<file path="src/rtl/alarm_clock_core.sv">
// Alarm clock time-keeping and key-entry engine: 24h BCD clock, alarm register, 4-digit key buffer.
// Optional ALARM_KEY_TIMEOUT_EN abandons an unfinished key entry after KEY_TIMEOUT_CYCLES idle cycles.
module alarm_clock_core #(
   parameter int CLOCKS_PER_MINUTE  = 6000,
   parameter int KEY_TIMEOUT_CYCLES = 1000
) (
   input  logic        clock,
   input  logic        reset,
   input  logic [3:0]  key,
   input  logic        key_valid,
   input  logic        load_alarm,
   input  logic        load_new_time,
   input  logic        alarm_button,
   output logic [15:0] current_time,
   output logic [15:0] alarm_time,
   output logic [15:0] key_buffer,
   output logic        show_a,
   output logic        show_new_time,
   output logic        load_error,
   output logic        minute_tick
);

   localparam int CNT_W = (CLOCKS_PER_MINUTE > 2) ? $clog2(CLOCKS_PER_MINUTE) : 1;
   localparam logic [CNT_W-1:0] CNT_LAST = CNT_W'(CLOCKS_PER_MINUTE - 1);

   if (CLOCKS_PER_MINUTE < 2 || KEY_TIMEOUT_CYCLES < 1) begin : g_bad_params
      $error("alarm_clock_core: CLOCKS_PER_MINUTE must be >= 2 and KEY_TIMEOUT_CYCLES >= 1");
   end

   typedef enum logic {
      ST_IDLE  = 1'b0,
      ST_ENTRY = 1'b1
   } state_t;

   state_t            state_q, state_d;
   logic [15:0]       time_q, time_d;
   logic [15:0]       alarm_q, alarm_d;
   logic [15:0]       buf_q, buf_d;
   logic [CNT_W-1:0]  cnt_q, cnt_d;
   logic              show_a_q;
   logic              err_q, err_d;
   logic              tick_q, tick_d;
   logic              digit_strobe;
   logic              load_any;
   logic              time_loaded;

`ifdef ALARM_KEY_TIMEOUT_EN
   localparam int TO_W = (KEY_TIMEOUT_CYCLES > 1) ? $clog2(KEY_TIMEOUT_CYCLES) : 1;
   localparam logic [TO_W-1:0] TO_LAST = TO_W'(KEY_TIMEOUT_CYCLES - 1);
   logic [TO_W-1:0]   idle_q, idle_d;
`endif

   // 24-hour BCD increment; 23:59 rolls to 00:00.
   function automatic logic [15:0] inc_time(input logic [15:0] t);
      logic [3:0] h1, h0, m1, m0;
      {h1, h0, m1, m0} = t;
      if (m0 != 4'd9) begin
         m0 = m0 + 4'd1;
      end else begin
         m0 = 4'd0;
         if (m1 != 4'd5) begin
            m1 = m1 + 4'd1;
         end else begin
            m1 = 4'd0;
            if (h1 == 4'd2 && h0 == 4'd3) begin
               h1 = 4'd0;
               h0 = 4'd0;
            end else if (h0 != 4'd9) begin
               h0 = h0 + 4'd1;
            end else begin
               h0 = 4'd0;
               h1 = h1 + 4'd1;
            end
         end
      end
      return {h1, h0, m1, m0};
   endfunction

   function automatic logic buf_valid(input logic [15:0] b);
      logic ok;
      ok = (b[15:12] <= 4'd2) && (b[11:8] <= 4'd9) && (b[7:4] <= 4'd5) && (b[3:0] <= 4'd9);
      if (b[15:12] == 4'd2 && b[11:8] > 4'd3) ok = 1'b0;
      return ok;
   endfunction

   assign digit_strobe = key_valid && (key <= 4'd9);
   assign load_any     = load_new_time || load_alarm;

   always_comb begin
      state_d     = state_q;
      time_d      = time_q;
      alarm_d     = alarm_q;
      buf_d       = buf_q;
      err_d       = 1'b0;
      tick_d      = 1'b0;
      time_loaded = 1'b0;
      cnt_d       = (cnt_q == CNT_LAST) ? '0 : cnt_q + CNT_W'(1);
`ifdef ALARM_KEY_TIMEOUT_EN
      idle_d      = '0;
`endif

      case (state_q)
         ST_IDLE: begin
            if (digit_strobe) begin
               buf_d   = {buf_q[11:0], key};
               state_d = ST_ENTRY;
            end
         end
         ST_ENTRY: begin
            // A load consumes the pre-shift buffer; a coincident key is dropped.
            if (load_any) begin
               buf_d   = '0;
               state_d = ST_IDLE;
               if (buf_valid(buf_q)) begin
                  if (load_new_time) begin
                     time_d      = buf_q;
                     time_loaded = 1'b1;
                  end else begin
                     alarm_d = buf_q;
                  end
               end else begin
                  err_d = 1'b1;
               end
            end else if (key_valid) begin
               if (digit_strobe) buf_d = {buf_q[11:0], key};
`ifdef ALARM_KEY_TIMEOUT_EN
            end else if (idle_q == TO_LAST) begin
               buf_d   = '0;
               state_d = ST_IDLE;
            end else begin
               idle_d = idle_q + TO_W'(1);
`endif
            end
         end
         default: state_d = ST_IDLE;
      endcase

      // A successful time load overrides the minute increment and restarts the prescaler.
      if (time_loaded) begin
         cnt_d = '0;
      end else if (cnt_q == CNT_LAST) begin
         time_d = inc_time(time_q);
         tick_d = 1'b1;
      end
   end

   always_ff @(posedge clock or posedge reset) begin
      if (reset) begin
         state_q  <= ST_IDLE;
         time_q   <= '0;
         alarm_q  <= '0;
         buf_q    <= '0;
         cnt_q    <= '0;
         show_a_q <= 1'b0;
         err_q    <= 1'b0;
         tick_q   <= 1'b0;
      end else begin
         state_q  <= state_d;
         time_q   <= time_d;
         alarm_q  <= alarm_d;
         buf_q    <= buf_d;
         cnt_q    <= cnt_d;
         show_a_q <= alarm_button;
         err_q    <= err_d;
         tick_q   <= tick_d;
      end
   end

`ifdef ALARM_KEY_TIMEOUT_EN
   always_ff @(posedge clock or posedge reset) begin
      if (reset) idle_q <= '0;
      else       idle_q <= idle_d;
   end
`endif

   assign current_time  = time_q;
   assign alarm_time    = alarm_q;
   assign key_buffer    = buf_q;
   assign show_a        = show_a_q;
   assign show_new_time = (state_q == ST_ENTRY);
   assign load_error    = err_q;
   assign minute_tick   = tick_q;

endmodule

</file>
<file path="config.mk">
export PLATFORM = sky130hd
export DESIGN_NAME = alarm_clock_core
export DESIGN_NICKNAME = d
export VERILOG_FILES = /design/src/rtl/alarm_clock_core.sv
export SDC_FILE = /design/constraint.sdc
export NUM_CORES = 1
export LEC_CHECK = 0
export ABC_AREA = 1
export BUFFER_PORTS_ARGS = -buffer_cell sky130_fd_sc_hd__buf_2
export CORE_MARGIN = 4
export CORE_UTILIZATION = 55
export DETAILED_ROUTE_END_ITERATION = 16
export GPL_TIMING_DRIVEN = 0
export HOLD_SLACK_MARGIN = 0.05
export PLACE_DENSITY = 0.87
export SETUP_SLACK_MARGIN = 0.02
export SYNTH_ARGS = -nofsm -noshare
export SYNTH_HDL_FRONTEND = slang
export SYNTH_SLANG_ARGS = --single-unit
</file>
<file path="constraint.sdc">
create_clock -name clock -period 2.4 [get_ports clock]
set_input_delay 0.48 -clock clock [delete_from_list [all_inputs] [get_ports clock]]
set_output_delay 0.48 -clock clock [all_outputs]
set_load 0.005 [all_outputs]
</file>
==> reports/metrics.cfg, run 1 <==
[floorplanning]
dieHeight_um=85.6
initial_utilization_pct=56.3
die_area_um2=7330
rows=28
fp.coreArea_um2=5890
ios=62
die_w_um=85.6

[cts]
clockRootBuffer=clkbuf_8
cts_resized=0
cts_buffers=9
clock_sinks=65
postCtsSetupRepairBufs=0
cts_tree=yes
clkLatencyLatePin_ps=340
clockBufferDepth=2
cts.clk_slew.worst_paths_ps=70
ctsHoldBuffers=0
h-tree-depth=3

[timing]
final-max-slew-violation-count=0
fin_skew_ps=4.11
period_share_pct=75.3
fmax_mhz=553
setup_viol=0
whs_ps=227
rsz0062_at_grt=false
fin_crit_ps=1810
maxSlewHeadroom_pct=55.1
finalHoldViolations=0
worst_pin_slew_ps=672

[detailed_routing]
routed-via-count=3062
route.detailed.wl_per_inst_um=13.6
ant_nets=0
vias_per_cell=5.36
firstDrtPassIters=5
routed_wl_mm=7.77
drtIter0Drc=214
post-route-drc-count=0

[global_route]
grt_usage_pct=23.2
overflow=0
grt_pass1_vias=2930
antenna_found_initial=0
grt_max_degree=37
grt_pass1_wl_mm=13.4

[setup_path]
path_buf_inv=2
crit_family=simple AND/OR/NAND/NOR gates
arrival_ps=2040
crit_fanout=10
crit_required_ps=2640
worstPathCellList=ha_1 -> nand3_2 -> nor2_2 -> nand3_2 -> clkinv_2 -> nand3_2 -> nand2_1 -> nand2_1 -> nand2_1 -> inv_1
critPathKind=reg2reg
cp_slowest_stage_delay_ps=380
r2r_slack_ps=590
r2r_cells=10
r2r-start=cnt_q[0]$_DFF_PP0_
crit_path_start_kind=register
crit_slowest_cell=dfrtp_1
crit_path_end_kind=register
rr_endpoint=current_time[12]$_DFFE_PP0P_

[flow_run]
maxCapViolCount=0

[synth]
synth_cell_types=35
synth_xor_area_share_pct=3.17
avgSynthCellArea_um2=7.92
synth-simple-area-share_pct=25.8
yosysSeqAreaShare_pct=49.1
synth_top_family_by_area=simple AND/OR/NAND/NOR gates
synth_adder_area_share_pct=1.13
ys_ff_latch=65
syn_nets=431
synthCells=418
yosysWarnings=0
syn_area_um2=3310
synth_mux_area_share_pct=0
synth_compound_area_share_pct=11.8

[power_and_ir_drop]
switching_share_pct=39.7
power.net_switching_w=0.00178
power_density_nw_per_um2=1150
clock_power_share_pct=19.5
power.total_w=0.00449
vdd_drop_max_mv=0.837
p_int_w=0.00271
pwr-share-seq_pct=43.0
combPwrFrac_pct=37.5
leakage_nw=2.01

[place]
dpl.cell_count=555
placed_area_um2=3730
io_buffers=61
gp_congestion=0.943
hpwl_mm=5.70

[status]
outcome=completed

[worst_hold_path]
hold_class=in2async

[final_layout]
fin_cells=571
n_antenna_cell=0
fin_area_um2=3920
nets=504
fillers=483
synthToLayoutAreaGrowth_pct=18.3
drive_gt1_share_pct=20.2

## final cells by class
type	count	area, um^2	area share [%]
Inverter	63	238	6.07
Timing Repair Buffer	62	325	8.30
Buffer	10	58.8	1.50
Tap cell	75	93.8	2.40
Clock inverter	6	58.8	1.50
Clock buffer	10	128	3.26
Multi-Input combinational cell	280	1390	35.5
Sequential cell	65	1630	41.5
## per-layer routing
| layer | part of all wire, % | vias up | GRT usage [%] |
|---|---|---|---|
| li1 | - | 1481 | - |
| met1 | 42 | 1437 | 29.3 |
| met2 | 48 | 129 | 38.5 |
| met3 | 7.9 | 15 | 6.15 |
| met4 | 1.6 | 0 | 8.20 |
| met5 | 0 | - | 0 |
## logic make-up after synthesis
family	after synthesis
xor gates and xnor gates	12
and+or+nand+nor	194
buffers and inverters	73
adders and majority gates	3
AOI/OAI and AO/OA	71
DFF	65
## synthesized netlist by cell type, drive strengths merged
cell | instances | area (um^2)
a211oi | 1 | 7.51
a21oi | 31 | 155
a221oi | 1 | 8.76
a31oi | 1 | 6.26
buf | 6 | 43.8
clkbuf | 4 | 15.0
clkinv | 2 | 8.75
dfrtp | 65 | 1630
ha | 3 | 37.5
inv | 61 | 229
nand2 | 90 | 340
nand3 | 27 | 150
nand4 | 6 | 58.8
nor2 | 62 | 260
nor3 | 8 | 40.0
o2111ai | 1 | 8.76
o211ai | 5 | 37.5
o21a | 1 | 7.51
o21ai | 27 | 139
o21bai | 1 | 7.51
o22ai | 2 | 12.5
or2 | 1 | 6.26
xnor2 | 2 | 17.5
xor2 | 10 | 87.6
## how the worst max path moves through the flow
stage | to | startpoint | cells after the start | slack (ps)
CTS | current_time[12]$_DFFE_PP0P_ | cnt_q[0]$_DFF_PP0_ | 10 | 610
finish | current_time[12]$_DFFE_PP0P_ | cnt_q[0]$_DFF_PP0_ | 10 | 590
detailed placement | current_time[1]$_DFF_PP0_ | cnt_q[0]$_DFF_PP0_ | 8 | 610
floorplan | alarm_time[0]$_DFFE_PP0P_ | reset | 1 | 290
global placement | current_time[10]$_DFFE_PP0P_ | reset | 2 | -470
global route | current_time[13]$_DFFE_PP0P_ | cnt_q[0]$_DFF_PP0_ | 10 | 410
## worst register-to-register path, delay by kind of cell (launching register included)
kind,cells,cell delay [ps]
buffers and inverters,2,230
flip-flops,1,380
AND/OR/NAND/NOR,7,870
adder cells (fa/ha/maj),1,210
## flip-flops by register name (all words and copies together) (netlist names)
signal,count
show_new_time,1
minute_tick,1
show_a,1
alarm_time,16
current_time,16
load_error,1
key_buffer,16
cnt_q,13
## placed cells by master (no fill, tap or decap), types with 2 or more instances in the layout
| master | count |
|---|---|
| clkbuf_8 | 9 |
| nand4_1 | 4 |
| nand3_2 | 3 |
| nor3_1 | 8 |
| nand2_1 | 89 |
| ha_1 | 3 |
| nand3_1 | 24 |
| nor2_2 | 5 |
| buf_2 | 63 |
| inv_1 | 60 |
| xor2_1 | 10 |
| nor2_1 | 55 |
| clkbuf_1 | 5 |
| buf_4 | 3 |
| nor2_4 | 2 |
| o21ai_0 | 24 |
| dfrtp_1 | 65 |
| o22ai_1 | 2 |
| o21ai_1 | 2 |
| a21oi_1 | 31 |
| clkinv_2 | 5 |
| o211ai_1 | 5 |
| xnor2_1 | 2 |
## stage by stage
step           utilization [%]  TNS (ps)  setup WS (ps)
2_1_floorplan                -         0            294
3_3_place_gp              63.1    -30520           -472
3_5_place_dp              63.4         0            607
4_1_cts                   66.6         0            607
5_1_grt                   66.6         0            414
6_report                  66.6         0            593
## power by group through the flow
stage	clock network (W)	logic, W	registers (W)
2_1_floorplan	0	0.00105	0.00190
3_3_place_gp	0	0.00161	0.00192
3_5_place_dp	0	0.00168	0.00193
4_1_cts	0.000894	0.00170	0.00192
5_1_grt	0.000944	0.00193	0.00199
6_report	0.000876	0.00168	0.00193
(Power assumes the default switching activity.)
==> run 2: changes to the inputs <==
--- a/config.mk
+++ b/config.mk
@@ -5,7 +5,7 @@
 export SDC_FILE = /design/constraint.sdc
 export NUM_CORES = 1
 export LEC_CHECK = 0
-export ABC_AREA = 1
+export ABC_AREA = 0
 export BUFFER_PORTS_ARGS = -buffer_cell sky130_fd_sc_hd__buf_2
 export CORE_MARGIN = 4
 export CORE_UTILIZATION = 55
==> constraint.sdc (replaced) <==
create_clock -name clock -period 1.8 [get_ports clock]
set_input_delay 0.36 -clock clock [delete_from_list [all_inputs] [get_ports clock]]
set_output_delay 0.36 -clock clock [all_outputs]
set_load 0.005 [all_outputs]
==> reports/metrics.cfg, run 2 <==
[final_layout]
n_antenna_cell=0
fin_area_um2=4350
nets=430
seq_area_um2=1630
drive_gt1_share_pct=37.9
final_cell_mix=dfrtp_1 (61), buf_2 (60), nand3_1 (23)
layout_commonest_cell=dfrtp_1
fillers=317
multiInputGateArea_um2=1650
synthToLayoutAreaGrowth_pct=36.2

[cts]
clock_sinks=65
cts_tree=yes
cts.clk_slew.worst_paths_ps=80
cts_buffers=9
clkLatencyLatePin_ps=360
h-tree-depth=3
ctsHoldBuffers=0
clockRootBuffer=clkbuf_8
clockBufferDepth=2

[setup_path]
crit_path_end_kind=register
critPathKind=reg2reg
r2r-start=cnt_q[4]$_DFF_PP0_
path_buf_inv=2
r2r_slack_ps=-580
crit_slowest_cell=or4b_4
crit_family=simple AND/OR/NAND/NOR gates
r2r_cells=6
crit_required_ps=2020
cp_slowest_stage_delay_ps=540
crit_fanout=10
worstPathCellList=or4b_4 -> or4_4 -> buf_6 -> clkbuf_4 -> o31ai_1 -> a31oi_1
cp_num_cells=6
arrival_ps=2600
crit_path_start_kind=register
rr_endpoint=current_time[12]$_DFFE_PP0P_

[detailed_routing]
drtIter0Drc=488
ant_nets=0
post-route-drc-count=0
routed-via-count=3338
routed_wl_mm=11.1
vias_per_cell=6.76
route.detailed.wl_per_inst_um=22.4
firstDrtPassIters=7

[synth]
synthCells=317
yosysSeqAreaShare_pct=50.9
synthTopCellsByCount=dfrtp_1 (65), nand3_1 (25), nand2_1 (20)
ys_ff_latch=65
yosysMostFrequentCell=dfrtp_1
yosysWarnings=0
synth_edf_count=0
yosys.area.top_type=dfrtp_1
avgSynthCellArea_um2=10.1
netlist.area_leader.share_pct=50.9
synth_area_leaders=dfrtp_1 (51%), mux2_2 (4.9%), nand3_1 (3.9%), nor4_1 (3.1%), a21oi_1 (3.0%)
synthFlopType=dfrtp_1
ys_async_sr_fraction_pct=100
synth_cell_types=45
syn_area_um2=3190
syn_nets=330

[place]
gp_congestion=0.895
placed_area_um2=3610
io_buffers=60
dp_slack_ps=-609
hpwl_mm=5.52

[status]
violations=negative setup slack
outcome=finished, violations left

[timing]
rsz0062_at_grt=true
tns_ps=-10230
fin_skew_ps=11.6
finalHoldViolations=0
final-max-slew-violation-count=0
fmax_mhz=421
setup_viol=42
fin_crit_ps=2380
maxSlewHeadroom_pct=46.3
whs_ps=114
worst_pin_slew_ps=804
period_share_pct=132
fin_ws_ps=-576

[floorplanning]
fp.coreArea_um2=5570
die_area_um2=7090
ios=62
dieHeight_um=84.2
die_w_um=84.2
initial_utilization_pct=57.3
rows=27

[power_and_ir_drop]
clock_power_share_pct=25.3
p_int_w=0.00350
combPwrFrac_pct=34.9
leakage_nw=1.99
vdd_drop_max_mv=0.961
pwr-share-seq_pct=39.9
power_density_nw_per_um2=1310
switching_share_pct=38.5
power.net_switching_w=0.00219
power.total_w=0.00569

[global_route]
overflow=0
grt_pass1_vias=3039
grt_usage_pct=26.5
grt_max_degree=66
antenna_found_initial=0
grt_pass1_wl_mm=15.1

[worst_hold_path]
hold_start=alarm_button
hold_depth=1
hold_end=show_a$_DFF_PP0_
hold_class=in2reg

[flow_run]
maxCapViolCount=0

run 2: cell types whose count changed after synthesis, moves of 12 or more:
| cell | change |
|---|---|
| nor4_1 | +16 |
| clkbuf_1 | +13 |
| nand2_1 | -69 |
| a21oi_1 | -12 |
| inv_1 | -49 |
| nor2_1 | -44 |
| mux2_2 | +14 |
| o21ai_0 | -16 |
run 2: cells by family (layout without fill, tap and decap cells):
| group | after synthesis | in the layout | share of synthesized area [%] |
|---|---|---|---|
| AO/OA/AOI/OAI | 57 | 57 | 11.1 |
| flip-flops | 65 | 65 | 50.9 |
| adder cells (fa/ha/maj) | 3 | 3 | 1.18 |
| buffers and inverters | 31 | 136 | 3.92 |
| XOR/XNOR | 12 | 12 | 3.29 |
| AND/OR/NAND/NOR | 131 | 131 | 23.4 |
| multiplexers | 18 | 18 | 6.19 |
run 2: stage by stage:
stage / instances / util (%)
floorplan: 317 / -
global placement: 449 / 64.7
detailed placement: 449 / 64.7
CTS: 484 / 74.5
global route: 494 / 78.0
finish: 494 / 78.0
run 2: routing by layer:
metal	wire length (um)	GRT usage (%)	up-vias
li1	-	-	1379
met1	4090	34.7	1591
met2	5320	41.4	288
met3	1090	4.61	80
met4	564	15.6	0
met5	0	0	-
run 2: cell type report:
class | count | area share, %
Buffer | 18 | 3.05
Clock buffer | 9 | 2.85
Clock inverter | 7 | 2.33
Inverter | 12 | 1.12
Multi-Input combinational cell | 221 | 37.9
Sequential cell | 65 | 37.5
Tap cell | 72 | 2.07
Timing Repair Buffer | 90 | 13.1
run 2: timing repair:
item,4_1_cts,5_1_grt
endpoints found under the setup margin,47,43
pin swaps,6,11
gates resized for setup,45,30
cloned,1,1
buffers inserted,19,8
run 2: worst max path at each step:
stage,start,to
after global placement,key_buffer[11]$_DFFE_PP0P_,alarm_time[3]$_DFFE_PP0P_
after detailed placement,key_buffer[11]$_DFFE_PP0P_,alarm_time[6]$_DFFE_PP0P_
after floorplan,cnt_q[4]$_DFF_PP0_,current_time[11]$_DFFE_PP0P_
after global routing,cnt_q[4]$_DFF_PP0_,current_time[12]$_DFFE_PP0P_
after CTS,cnt_q[4]$_DFF_PP0_,current_time[11]$_DFFE_PP0P_
final,cnt_q[4]$_DFF_PP0_,current_time[12]$_DFFE_PP0P_
run 2: power groups by stage:
| stage | clock network, W | logic (W) | registers, W |
|---|---|---|---|
| after floorplan | 0 | 0.000920 | 0.00216 |
| after global placement | 0 | 0.00142 | 0.00219 |
| after detailed placement | 0 | 0.00147 | 0.00222 |
| after CTS | 0.00142 | 0.00168 | 0.00220 |
| after global routing | 0.00151 | 0.00210 | 0.00232 |
| final | 0.00144 | 0.00199 | 0.00227 |
